**src/rtl/axi_wr_master_if.sv**
```systemverilog
// AXI4 write-channel bundle (AW, W, B) between the line-buffer write master
// and the memory-side slave. Only the channel subset this master uses.
interface axi_wr_master_if #(
   parameter int AXI_ADDR_WIDTH = 29,
   parameter int DQ_WIDTH       = 32
);

   logic [AXI_ADDR_WIDTH-1:0] axi_awaddr;
   logic [7:0]                axi_awlen;
   logic                      axi_awvalid;
   logic                      axi_awready;

   logic [8*DQ_WIDTH-1:0]     axi_wdata;
   logic [DQ_WIDTH-1:0]       axi_wstrb;
   logic                      axi_wlast;
   logic                      axi_wvalid;
   logic                      axi_wready;

   logic                      axi_bvalid;
   logic [1:0]                axi_bresp;
   logic                      axi_bready;

   modport master (
      output axi_awaddr,
      output axi_awlen,
      output axi_awvalid,
      input  axi_awready,
      output axi_wdata,
      output axi_wstrb,
      output axi_wlast,
      output axi_wvalid,
      input  axi_wready,
      input  axi_bvalid,
      input  axi_bresp,
      output axi_bready
   );

   modport slave (
      input  axi_awaddr,
      input  axi_awlen,
      input  axi_awvalid,
      output axi_awready,
      input  axi_wdata,
      input  axi_wstrb,
      input  axi_wlast,
      input  axi_wvalid,
      output axi_wready,
      output axi_bvalid,
      output axi_bresp,
      input  axi_bready
   );

endinterface

```
**src/rtl/axi_wr_master.sv**
```systemverilog
// Line-buffer to AXI4 write master. A line (start word address + length in
// beats) is split into bursts of at most MAX_BURST beats. Each burst runs
// AW handshake, then all W beats streamed straight from the upstream buffer,
// then the B response, before the next burst is issued.
module axi_wr_master #(
   parameter int ADDR_WIDTH = 27,
   parameter int DQ_WIDTH   = 32,
   parameter int LEN_WIDTH  = 32,
   parameter int MAX_BURST  = 16,
   parameter int ADDR_SHIFT = 2
) (
   input  logic                    ddr_clk,
   input  logic                    ddr_rstn,
   input  logic                    ddr_wreq,
   input  logic [ADDR_WIDTH-1:0]   ddr_waddr,
   input  logic [LEN_WIDTH-1:0]    ddr_wr_len,
   output logic                    ddr_wrdy,
   output logic                    ddr_wdone,
   input  logic [8*DQ_WIDTH-1:0]   ddr_wdata,
   output logic                    ddr_wdata_req,
   output logic                    wr_err,
   axi_wr_master_if.master         axi
);

   localparam int AXI_AW = ADDR_WIDTH + ADDR_SHIFT;

   typedef enum logic [2:0] {
      IDLE,
      AW,
      W,
      B,
      DONE
   } state_t;

   state_t                state_q;
   state_t                state_d;

   logic [AXI_AW-1:0]     addr_q;
   logic [LEN_WIDTH-1:0]  remaining_q;
   logic [8:0]            beats_q;
   logic [8:0]            beat_cnt_q;

   logic [AXI_AW-1:0]     awaddr_q;
   logic [7:0]            awlen_q;
   logic                  awvalid_q;
   logic                  wvalid_q;
   logic                  wlast_q;
   logic                  bready_q;
   logic                  wr_err_q;

   logic                  w_fire;
   logic                  aw_fire;
   logic                  b_fire;
   logic [AXI_AW-1:0]     start_byte;
   logic [AXI_AW-1:0]     burst_bytes;
   logic [AXI_AW-1:0]     next_addr;
   logic [LEN_WIDTH-1:0]  next_remaining;
   logic [LEN_WIDTH-1:0]  plan_len;
   logic [AXI_AW-1:0]     plan_addr;
   logic [8:0]            plan_beats;

   assign aw_fire = awvalid_q & axi.axi_awready;
   assign w_fire  = wvalid_q & axi.axi_wready;
   assign b_fire  = bready_q & axi.axi_bvalid;

   // Burst planning: where the next burst starts and how many beats it
   // carries, taken from the request in IDLE or from the post-response
   // remainder in B, so the AW registers load in the same edge as the move.
   always_comb begin
      start_byte     = AXI_AW'(ddr_waddr) << ADDR_SHIFT;
      burst_bytes    = AXI_AW'(beats_q) * AXI_AW'(DQ_WIDTH);
      next_addr      = addr_q + burst_bytes;
      next_remaining = remaining_q - LEN_WIDTH'(beats_q);
      plan_len       = next_remaining;
      plan_addr      = next_addr;
      if (state_q == IDLE) begin
         plan_len  = ddr_wr_len;
         plan_addr = start_byte;
      end
      plan_beats = 9'(plan_len);
      if (plan_len >= LEN_WIDTH'(MAX_BURST)) begin
         plan_beats = 9'(MAX_BURST);
      end
   end

   // State register; reset abandons any transaction in flight.
   always_ff @(posedge ddr_clk or negedge ddr_rstn) begin
      if (!ddr_rstn) begin
         state_q <= IDLE;
      end else begin
         state_q <= state_d;
      end
   end

   // Next-state decode plus the upstream-facing status outputs.
   always_comb begin
      state_d   = state_q;
      ddr_wrdy  = 1'b0;
      ddr_wdone = 1'b0;
      case (state_q)
         IDLE: begin
            ddr_wrdy = 1'b1;
            if (ddr_wreq) begin
               if (ddr_wr_len == '0) begin
                  state_d = DONE;
               end else begin
                  state_d = AW;
               end
            end
         end
         AW: begin
            if (aw_fire) begin
               state_d = W;
            end
         end
         W: begin
            if (w_fire && wlast_q) begin
               state_d = B;
            end
         end
         B: begin
            if (b_fire) begin
               if (next_remaining != '0) begin
                  state_d = AW;
               end else begin
                  state_d = DONE;
               end
            end
         end
         DONE: begin
            ddr_wdone = 1'b1;
            state_d   = IDLE;
         end
         default: begin
            state_d = IDLE;
         end
      endcase
   end

   // Line bookkeeping and registered AXI channel controls. Valid/last/ready
   // are loaded on the transition into the state that owns them so every
   // AXI control output is a plain flop.
   always_ff @(posedge ddr_clk or negedge ddr_rstn) begin
      if (!ddr_rstn) begin
         addr_q      <= '0;
         remaining_q <= '0;
         beats_q     <= '0;
         beat_cnt_q  <= '0;
         awaddr_q    <= '0;
         awlen_q     <= '0;
         awvalid_q   <= 1'b0;
         wvalid_q    <= 1'b0;
         wlast_q     <= 1'b0;
         bready_q    <= 1'b0;
         wr_err_q    <= 1'b0;
      end else begin
         case (state_q)
            IDLE: begin
               if (ddr_wreq) begin
                  addr_q      <= start_byte;
                  remaining_q <= ddr_wr_len;
                  if (ddr_wr_len != '0) begin
                     beats_q   <= plan_beats;
                     awaddr_q  <= plan_addr;
                     awlen_q   <= 8'(plan_beats - 9'd1);
                     awvalid_q <= 1'b1;
                  end
               end
            end
            AW: begin
               if (aw_fire) begin
                  awvalid_q  <= 1'b0;
                  wvalid_q   <= 1'b1;
                  wlast_q    <= (beats_q == 9'd1);
                  beat_cnt_q <= '0;
               end
            end
            W: begin
               if (w_fire) begin
                  if (wlast_q) begin
                     wvalid_q <= 1'b0;
                     wlast_q  <= 1'b0;
                     bready_q <= 1'b1;
                  end else begin
                     beat_cnt_q <= beat_cnt_q + 9'd1;
                     wlast_q    <= (beat_cnt_q + 9'd2 == beats_q);
                  end
               end
            end
            B: begin
               if (b_fire) begin
                  bready_q    <= 1'b0;
                  remaining_q <= next_remaining;
                  addr_q      <= next_addr;
                  if (axi.axi_bresp != 2'b00) begin
                     wr_err_q <= 1'b1;
                  end
                  if (next_remaining != '0) begin
                     beats_q   <= plan_beats;
                     awaddr_q  <= plan_addr;
                     awlen_q   <= 8'(plan_beats - 9'd1);
                     awvalid_q <= 1'b1;
                  end
               end
            end
            default: begin
            end
         endcase
      end
   end

   assign axi.axi_awaddr  = awaddr_q;
   assign axi.axi_awlen   = awlen_q;
   assign axi.axi_awvalid = awvalid_q;
   assign axi.axi_wvalid  = wvalid_q;
   assign axi.axi_wlast   = wlast_q;
   assign axi.axi_bready  = bready_q;
   assign axi.axi_wdata   = ddr_wdata;
   assign axi.axi_wstrb   = '1;
   assign ddr_wdata_req   = w_fire;
   assign wr_err          = wr_err_q;

endmodule
```
**src/flat_wrapper.sv**
```systemverilog
// flat-port wrapper written by rule: the top's interface ports become plain ports
module axi_wr_master_flat 
#(
   parameter int ADDR_WIDTH = 27,
   parameter int DQ_WIDTH   = 32,
   parameter int LEN_WIDTH  = 32,
   parameter int MAX_BURST  = 16,
   parameter int ADDR_SHIFT = 2
)
  (ddr_clk, ddr_rstn, ddr_wreq, ddr_waddr, ddr_wr_len, ddr_wrdy, ddr_wdone, ddr_wdata, ddr_wdata_req, wr_err, axi_axi_awaddr, axi_axi_awlen, axi_axi_awvalid, axi_axi_awready, axi_axi_wdata, axi_axi_wstrb, axi_axi_wlast, axi_axi_wvalid, axi_axi_wready, axi_axi_bvalid, axi_axi_bresp, axi_axi_bready);
  axi_wr_master_if #(.DQ_WIDTH(DQ_WIDTH)) axi_i ();
  input  logic ddr_clk;
  input  logic ddr_rstn;
  input  logic ddr_wreq;
  input  logic [ADDR_WIDTH-1:0] ddr_waddr;
  input  logic [LEN_WIDTH-1:0] ddr_wr_len;
  output logic ddr_wrdy;
  output logic ddr_wdone;
  input  logic [8*DQ_WIDTH-1:0] ddr_wdata;
  output logic ddr_wdata_req;
  output logic wr_err;
  output wire logic [$bits(axi_i.axi_awaddr)-1:0] axi_axi_awaddr;
  output wire logic [$bits(axi_i.axi_awlen)-1:0] axi_axi_awlen;
  output wire logic [$bits(axi_i.axi_awvalid)-1:0] axi_axi_awvalid;
  input wire logic [$bits(axi_i.axi_awready)-1:0] axi_axi_awready;
  output wire logic [$bits(axi_i.axi_wdata)-1:0] axi_axi_wdata;
  output wire logic [$bits(axi_i.axi_wstrb)-1:0] axi_axi_wstrb;
  output wire logic [$bits(axi_i.axi_wlast)-1:0] axi_axi_wlast;
  output wire logic [$bits(axi_i.axi_wvalid)-1:0] axi_axi_wvalid;
  input wire logic [$bits(axi_i.axi_wready)-1:0] axi_axi_wready;
  input wire logic [$bits(axi_i.axi_bvalid)-1:0] axi_axi_bvalid;
  input wire logic [$bits(axi_i.axi_bresp)-1:0] axi_axi_bresp;
  output wire logic [$bits(axi_i.axi_bready)-1:0] axi_axi_bready;
  assign axi_axi_awaddr = axi_i.axi_awaddr;
  assign axi_axi_awlen = axi_i.axi_awlen;
  assign axi_axi_awvalid = axi_i.axi_awvalid;
  assign axi_i.axi_awready = axi_axi_awready;
  assign axi_axi_wdata = axi_i.axi_wdata;
  assign axi_axi_wstrb = axi_i.axi_wstrb;
  assign axi_axi_wlast = axi_i.axi_wlast;
  assign axi_axi_wvalid = axi_i.axi_wvalid;
  assign axi_i.axi_wready = axi_axi_wready;
  assign axi_i.axi_bvalid = axi_axi_bvalid;
  assign axi_i.axi_bresp = axi_axi_bresp;
  assign axi_axi_bready = axi_i.axi_bready;
  axi_wr_master #(.ADDR_WIDTH(ADDR_WIDTH), .DQ_WIDTH(DQ_WIDTH), .LEN_WIDTH(LEN_WIDTH), .MAX_BURST(MAX_BURST), .ADDR_SHIFT(ADDR_SHIFT)) u_core (.ddr_clk(ddr_clk), .ddr_rstn(ddr_rstn), .ddr_wreq(ddr_wreq), .ddr_waddr(ddr_waddr), .ddr_wr_len(ddr_wr_len), .ddr_wrdy(ddr_wrdy), .ddr_wdone(ddr_wdone), .ddr_wdata(ddr_wdata), .ddr_wdata_req(ddr_wdata_req), .wr_err(wr_err), .axi(axi_i));
endmodule
```
**config.mk**
```make
export PLATFORM = sky130hd
export DESIGN_NAME = axi_wr_master_flat
export DESIGN_NICKNAME = d
export VERILOG_FILES = /design/src/rtl/axi_wr_master_if.sv /design/src/rtl/axi_wr_master.sv /design/src/flat_wrapper.sv
export SDC_FILE = /design/constraint.sdc
export NUM_CORES = 1
export LEC_CHECK = 0
export ABC_AREA = 1
export BUFFER_PORTS_ARGS = -buffer_cell sky130_fd_sc_hd__buf_2
export CAP_MARGIN = 15
export CORE_AREA = 4 4 252 254
export CTS_CLUSTER_SIZE = 25
export DETAILED_ROUTE_END_ITERATION = 10
export DIE_AREA = 0 0 256 258
export PLACE_DENSITY_LB_ADDON = 0.3
export SYNTH_ARGS = -nofsm -noshare
export SYNTH_HDL_FRONTEND = slang
export SYNTH_SLANG_ARGS = --single-unit
export TNS_END_PERCENT = 10
```
**constraint.sdc**
```tcl
create_clock -name ddr_clk -period 5 [get_ports ddr_clk]
set_input_delay 0.75 -clock ddr_clk [delete_from_list [all_inputs] [get_ports ddr_clk]]
set_output_delay 0.75 -clock ddr_clk [all_outputs]
set_load 0.02 [all_outputs]
```
==> results of run 1 <==
stage by stage:
step	instances	cell area, um2	util
2_1_floorplan	1571	10690	-
5_1_grt	2188	10570	0.1725
6_report	2190	10570	0.1726
3_3_place_gp	2157	10010	0.1633
3_5_place_dp	2157	10010	0.1633
4_1_cts	2188	10570	0.1725
final cells by class:
| type | instances | area share |
|---|---|---|
| Multi-Input combinational cell | 953 | 0.4441 |
| Timing Repair Buffer | 125 | 0.06272 |
| Clock buffer | 19 | 0.04189 |
| Tap cell | 790 | 0.09349 |
| Antenna cell | 2 | 0.0004734 |
| Inverter | 168 | 0.05965 |
| Sequential cell | 121 | 0.2864 |
| Clock inverter | 12 | 0.01124 |
power by group through the flow:
stage | Sequential, mW | Clock, mW | Combinational (mW)
floorplan | 0.997 | 0 | 0.347
finish | 0.979 | 1.22 | 0.0979
CTS | 0.979 | 1.25 | 0.102
global route | 0.978 | 1.29 | 0.109
detailed placement | 0.997 | 0 | 0.101
global placement | 0.997 | 0 | 0.101
critical path, cell delays in order (launching register included):
cell and delay [ns]:
dfrtp_1 0.37, inv_1 0.08, nand2_1 0.14, nor2_4 0.05, inv_2 0.05, nor2_1 0.04
inv_1 0.07, nand2_1 0.20, inv_1 0.26, nand2_1 0.39, nand2_2 0.32, buf_4 0.59
inv_2 0.54, a21oi_1 0.41, o21ai_0 0.14, o21ai_1 0.10
logic make-up after synthesis:
kind of cell	Yosys count	synth area share
simple gates	642	0.2595
buf+inv	497	0.2820
compound gates	218	0.1115
mux	2	0.001893
other cells	1	0.0003545
fa+ha+maj	23	0.02863
flops	121	0.2863
xor+xnor	36	0.02981
cell usage in the layout, fill, tap and decap left out, types with 4 or more instances in the layout:
cell type | Yosys | layout
xnor2_1 | 7 | 7
nand4_1 | 21 | 21
nor4_1 | 11 | 11
or2_2 | 7 | 7
nand2_1 | 381 | 380
o21ai_0 | 139 | 139
nor2_2 | 5 | 4
nand3_1 | 73 | 72
o211ai_1 | 10 | 10
nor3_1 | 11 | 11
o22ai_1 | 18 | 18
conb_1 | 1 | 32
nor3b_1 | 4 | 4
inv_6 | 0 | 4
ha_1 | 21 | 21
nor2_1 | 106 | 106
xor2_1 | 29 | 29
buf_2 | 8 | 110
inv_1 | 157 | 157
a21oi_1 | 33 | 33
dfrtp_1 | 121 | 121
nand3_2 | 3 | 4
inv_2 | 11 | 11
clkbuf_16 | 0 | 17
buf_4 | 289 | 15
nand2_2 | 8 | 9
and2_1 | 4 | 4
o21ai_1 | 5 | 5
path summary, 6_finish.rpt:
| kind | slack (ns) | startpoint | endpoint |
|---|---|---|---|
| min in group ddr_clk | 0.47 | u_core.state_q[2]$_DFFE_PN0P_ | u_core.state_q[2]$_DFFE_PN0P_ |
| setup reg to reg | 1.12 | u_core.state_q[2]$_DFFE_PN0P_ | u_core.remaining_q[13]$_DFFE_PN0P_ |
| hold reg to reg | 0.47 | u_core.state_q[2]$_DFFE_PN0P_ | u_core.state_q[2]$_DFFE_PN0P_ |
| setup / recovery | 1.12 | u_core.state_q[2]$_DFFE_PN0P_ | u_core.remaining_q[13]$_DFFE_PN0P_ |
| max in group asynchronous | 3.51 | ddr_rstn | u_core.remaining_q[8]$_DFFE_PN0P_ |
| hold / removal | 0.45 | ddr_rstn | u_core.axi.axi_awlen[1]$_DFFE_PN0P_ |
registers in the layout (all words and copies together) (netlist names):
name,cells
u_core.remaining_q,32
u_core.axi.axi_awaddr,28
u_core.addr_q,27
u_core.beat_cnt_q,9
u_core.beats_q,9
u_core.axi.axi_awlen,8
u_core.state_q,3
u_core.axi.axi_awvalid,1
u_core.axi.axi_bready,1
u_core.axi.axi_wlast,1
u_core.axi.axi_wvalid,1
u_core.wr_err,1
layer usage:
| metal | up-vias | global-route usage |
|---|---|---|
| met5 | - | 0.008041 |
| met3 | 137 | 0.03903 |
| met2 | 458 | 0.1714 |
| met1 | 4034 | 0.1281 |
| li1 | 4281 | - |
| met4 | 6 | 0.04830 |
==> metrics.cfg, run 1 <==
[final_layout]
fill_cells=7061
regArea_um2=3028
syn2layout_area_growth_pct=-0.04769
drive_gt1_frac=0.1409
multi_input_comb_area_um2=4696
nNetsFinal=1732

[worst_setup_path]
cp_data_required_time_ns=5.35
cp-end-kind=register
worstSetupPathType=reg2reg
worstPathArrival_ns=4.22
crit_fanout=67
startpoint_type=register
r2r_cells=15

[grt]
grt-ovfl-total=0
grt_pass1_wl_um=54860
antenna_found_initial=6
grt_max_degree=68
grt_util_all_layers=0.1070
grt_pass1_vias=8869

[drt]
drtPass1Iterations=6
drtIter0Drc=641
postRouteWirelength_um=36460
route.met3.wl_um=3087
wirelength_met1_um=15090
vias_per_cell=4.071
via_count=8916
antenna_left=0
routedWlPerCell_um=16.65
dr_wl_met2_um=16600
drc=0
route.top_layer_used=met5

[power]
p_clk_frac=0.531
vdd_drop_max_v=0.0002094
total_power_mw=2.298
switchingPower_uw=594.5
switching_share=0.2587
p_leak_nw=5.290
internal_power_mw=1.704
power_density_nw_per_um2=217.4
power.share.sequential=0.426
combPwrFrac=0.043

[floorplan]
core_um2=61260
chipHeight_um=258
num_rows=91
start_util=0.1727
dieArea_um2=66050
ios=656
die_x_um=256

[clocking]
cts_tree=built
numCtsBuffers=17
clkTransAtPathRegs_ns=0.06
cts_root_buf=clkbuf_16
insertion_delay_ns=0.43
cts.path.max_buffers=2
htreeDepth=4
postCtsSetupRepairBufs=0
holdBufCountCts=0
cts.sinks=121
post_cts_resized=0

[placed_design]
port_buffers=111
dp_slack_ns=0.6439
dp.final_hpwl_um=28270
gp_congestion=0.8808

[timing]
whs_ns=0.4451
clock.fmax_mhz=258.0
relSlewSlack=0.3773
fin_crit_sh=0.7753
finClkSkew_ns=0.01287
final.setup.tns_ns=0
slew_viol_final=0
worst_pin_slew_ns=0.9340
rsz0062_at_grt=no
setup_ws_ns=1.124
hold_viol_final=0
setup_violations=0
period_needed_ns=3.876

[synth]
synth_seq_cells=121
synthTopCellsByArea=dfrtp_1 (29%), buf_4 (21%), nand2_1 (14%), o21ai_0 (6.6%), inv_1 (5.6%)
yosysSeqAreaShare=0.2863
yosysMostFrequentCell=nand2_1
synthCells=1540
avgSynthCellArea_um2=6.869
yosysUniqueCellTypes=46
synth.top_cells.by_count=nand2_1 (381), buf_4 (289), inv_1 (157)
yosys_warnings=0
synthFlopType=dfrtp_1
yosysTopAreaCellShare=0.2863
synth-edff-count=0
netlist_area_um2=10580
synth_top_cell_by_area=dfrtp_1
async_reset_ff_frac=1.000

[job]
cap_violations=0

[outcome]
status=complete, no violations

[hold_path]
min_path_type=in2async

Power figures use the tool's default switching activity.
==> inputs of run 2 (changes only) <==
--- a/config.mk
+++ b/config.mk
@@ -8,10 +8,10 @@
 export ABC_AREA = 1
 export BUFFER_PORTS_ARGS = -buffer_cell sky130_fd_sc_hd__buf_2
 export CAP_MARGIN = 15
-export CORE_AREA = 4 4 252 254
+export CORE_AREA = 4 4 251 253
 export CTS_CLUSTER_SIZE = 25
 export DETAILED_ROUTE_END_ITERATION = 10
-export DIE_AREA = 0 0 256 258
+export DIE_AREA = 0 0 255 257
 export PLACE_DENSITY_LB_ADDON = 0.3
 export SYNTH_ARGS = -nofsm -noshare
 export SYNTH_HDL_FRONTEND = slang
==> constraint.sdc (replaced) <==
create_clock -name ddr_clk -period 3.45 [get_ports ddr_clk]
set_input_delay 0.5175 -clock ddr_clk [delete_from_list [all_inputs] [get_ports ddr_clk]]
set_output_delay 0.5175 -clock ddr_clk [all_outputs]
set_load 0.02 [all_outputs]
==> metrics.cfg, run 2 (synthesis results as in run 1) <==
[floorplan]
start_util=0.1733
die_x_um=255
chipHeight_um=257
ios=656
num_rows=91
dieArea_um2=65540
core_um2=61030

[timing]
slew_viol_final=0
clock.fmax_mhz=316.3
period_needed_ns=3.161
finClkSkew_ns=0.01032
setup_violations=0
setup_ws_ns=0.2887
final.setup.tns_ns=0
hold_viol_final=0
relSlewSlack=0.5200
worst_pin_slew_ns=0.7200
fin_crit_sh=0.9163

[placed_design]
gp_congestion=0.8589
dp.final_hpwl_um=29740
postPlaceCellArea_um2=10340
dp_slack_ns=0.07471
port_buffers=111

[hold_path]
min_path_type=in2async

[drt]
drtIter0Drc=530
routedWlPerCell_um=16.95
drc=0
postRouteWirelength_um=37780
via_count=9087
antenna_left=0
vias_per_cell=4.077
drtPass1Iterations=5

[worst_setup_path]
cp-end-kind=register
startpoint_type=register
worstSetupPathType=reg2reg
worstPathArrival_ns=3.54
crit_fanout=16
cp_data_required_time_ns=3.83

[final_layout]
post-route-util=0.1796
fill_cells=7046
largest_reg_flops=32
final_cell_area_um2=10960
drive_gt1_frac=0.1707
syn2layout_area_growth_pct=3.619
mostFrequentLayoutCell=nand2_1
nNetsFinal=1769
final_cell_mix=nand2_1 (375), inv_1 (156), o21ai_0 (138)
regMostFlops=u_core.remaining_q

[power]
power.share.sequential=0.441
combPwrFrac=0.044
power_density_nw_per_um2=293.6
vdd_drop_max_v=0.0002653
switchingPower_uw=834.4
p_leak_nw=5.499
switching_share=0.2593
total_power_mw=3.218
internal_power_mw=2.384
p_clk_frac=0.515

[job]
cap_violations=0

[clocking]
holdBufCountCts=0
clkTransAtPathRegs_ns=0.06
numCtsBuffers=17
cts.sinks=121
cts_root_buf=clkbuf_16
cts.path.max_buffers=2
insertion_delay_ns=0.44
htreeDepth=4
cts_tree=built

[outcome]
status=complete, no violations

[grt]
grt-ovfl-total=0
antenna_found_initial=9
grt_max_degree=54
grt_util_all_layers=0.1130
grt_pass1_vias=9226
grt_pass1_wl_um=56730

==> run 2: repair_timing <==
action / CTS / global route
resized for setup: 0 / 18
endpoints found under the setup margin: 0 / 45
buffers inserted: 0 / 3
endpoints found under the hold margin: 0 / 0
==> run 2: area by class of cell <==
class	count	area, um2	area share
Antenna cell	4	10.01	0.0009132
Clock buffer	20	446.7	0.04075
Clock inverter	11	76.32	0.006963
Inverter	168	630.6	0.05753
Multi-Input combinational cell	953	4765	0.4347
Sequential cell	121	3028	0.2763
Tap cell	790	988.4	0.09018
Timing Repair Buffer	162	1016	0.09269
==> run 2: layer usage <==
layer	vias up	wire length (um)	track usage	part of all wire
met5	-	74	0	0.0020
met4	12	1814	0.05972	0.048
met3	138	2919	0.03679	0.077
met2	371	17550	0.1819	0.46
met1	4210	15420	0.1336	0.41
li1	4356	-	-	-
==> run 2: through the flow <==
step,cells,hold slack (ns)
3_5_place_dp,2191,0.4533
6_report,2229,0.1260
3_3_place_gp,2191,0.4488
5_1_grt,2225,0.1565
4_1_cts,2222,0.1409
2_1_floorplan,1571,0.2219
==> run 2: worst paths after layout <==
check                                         startpoint                                    end  slack (ns)  cells past startpoint
max                        u_core.beats_q[3]$_DFFE_PN0P_  u_core.axi.axi_awaddr[21]$_DFFE_PN0P_        0.29                     18
min                                             ddr_rstn       u_core.beat_cnt_q[4]$_DFFE_PN0P_        0.13                      1
max reg2reg                u_core.beats_q[3]$_DFFE_PN0P_  u_core.axi.axi_awaddr[21]$_DFFE_PN0P_        0.29                     18
min reg2reg                u_core.state_q[2]$_DFFE_PN0P_          u_core.state_q[2]$_DFFE_PN0P_        0.47                      1
max in group asynchronous                       ddr_rstn     u_core.remaining_q[15]$_DFFE_PN0P_        2.56                      2
min in group ddr_clk                        ddr_waddr[0]           u_core.addr_q[2]$_DFFE_PN0P_        0.37                      3
==> run 2: critical path: stages (launching register included) <==
cell	delay, ns
dfrtp_1	0.37
inv_1	0.11
ha_1	0.28
nand2_1	0.14
nor2_1	0.05
nand2_1	0.11
nand3_2	0.13
nand2_4	0.17
nand2_2	0.12
o21ai_1	0.16
and2_1	0.21
nand4_1	0.17
nor3_4	0.23
nand3_1	0.15
nand3_2	0.15
buf_4	0.26
buf_4	0.17
nand2_1	0.05
nand2_1	0.06
==> run 2: power by group through the flow <==
stage | sequential (mW) | combinational (mW) | clock (mW)
final | 1.42 | 0.141 | 1.66
after global routing | 1.42 | 0.160 | 1.77
after CTS | 1.42 | 0.147 | 1.71
after detailed placement | 1.45 | 0.147 | 0
after global placement | 1.45 | 0.147 | 0
after floorplan | 1.45 | 0.503 | 0
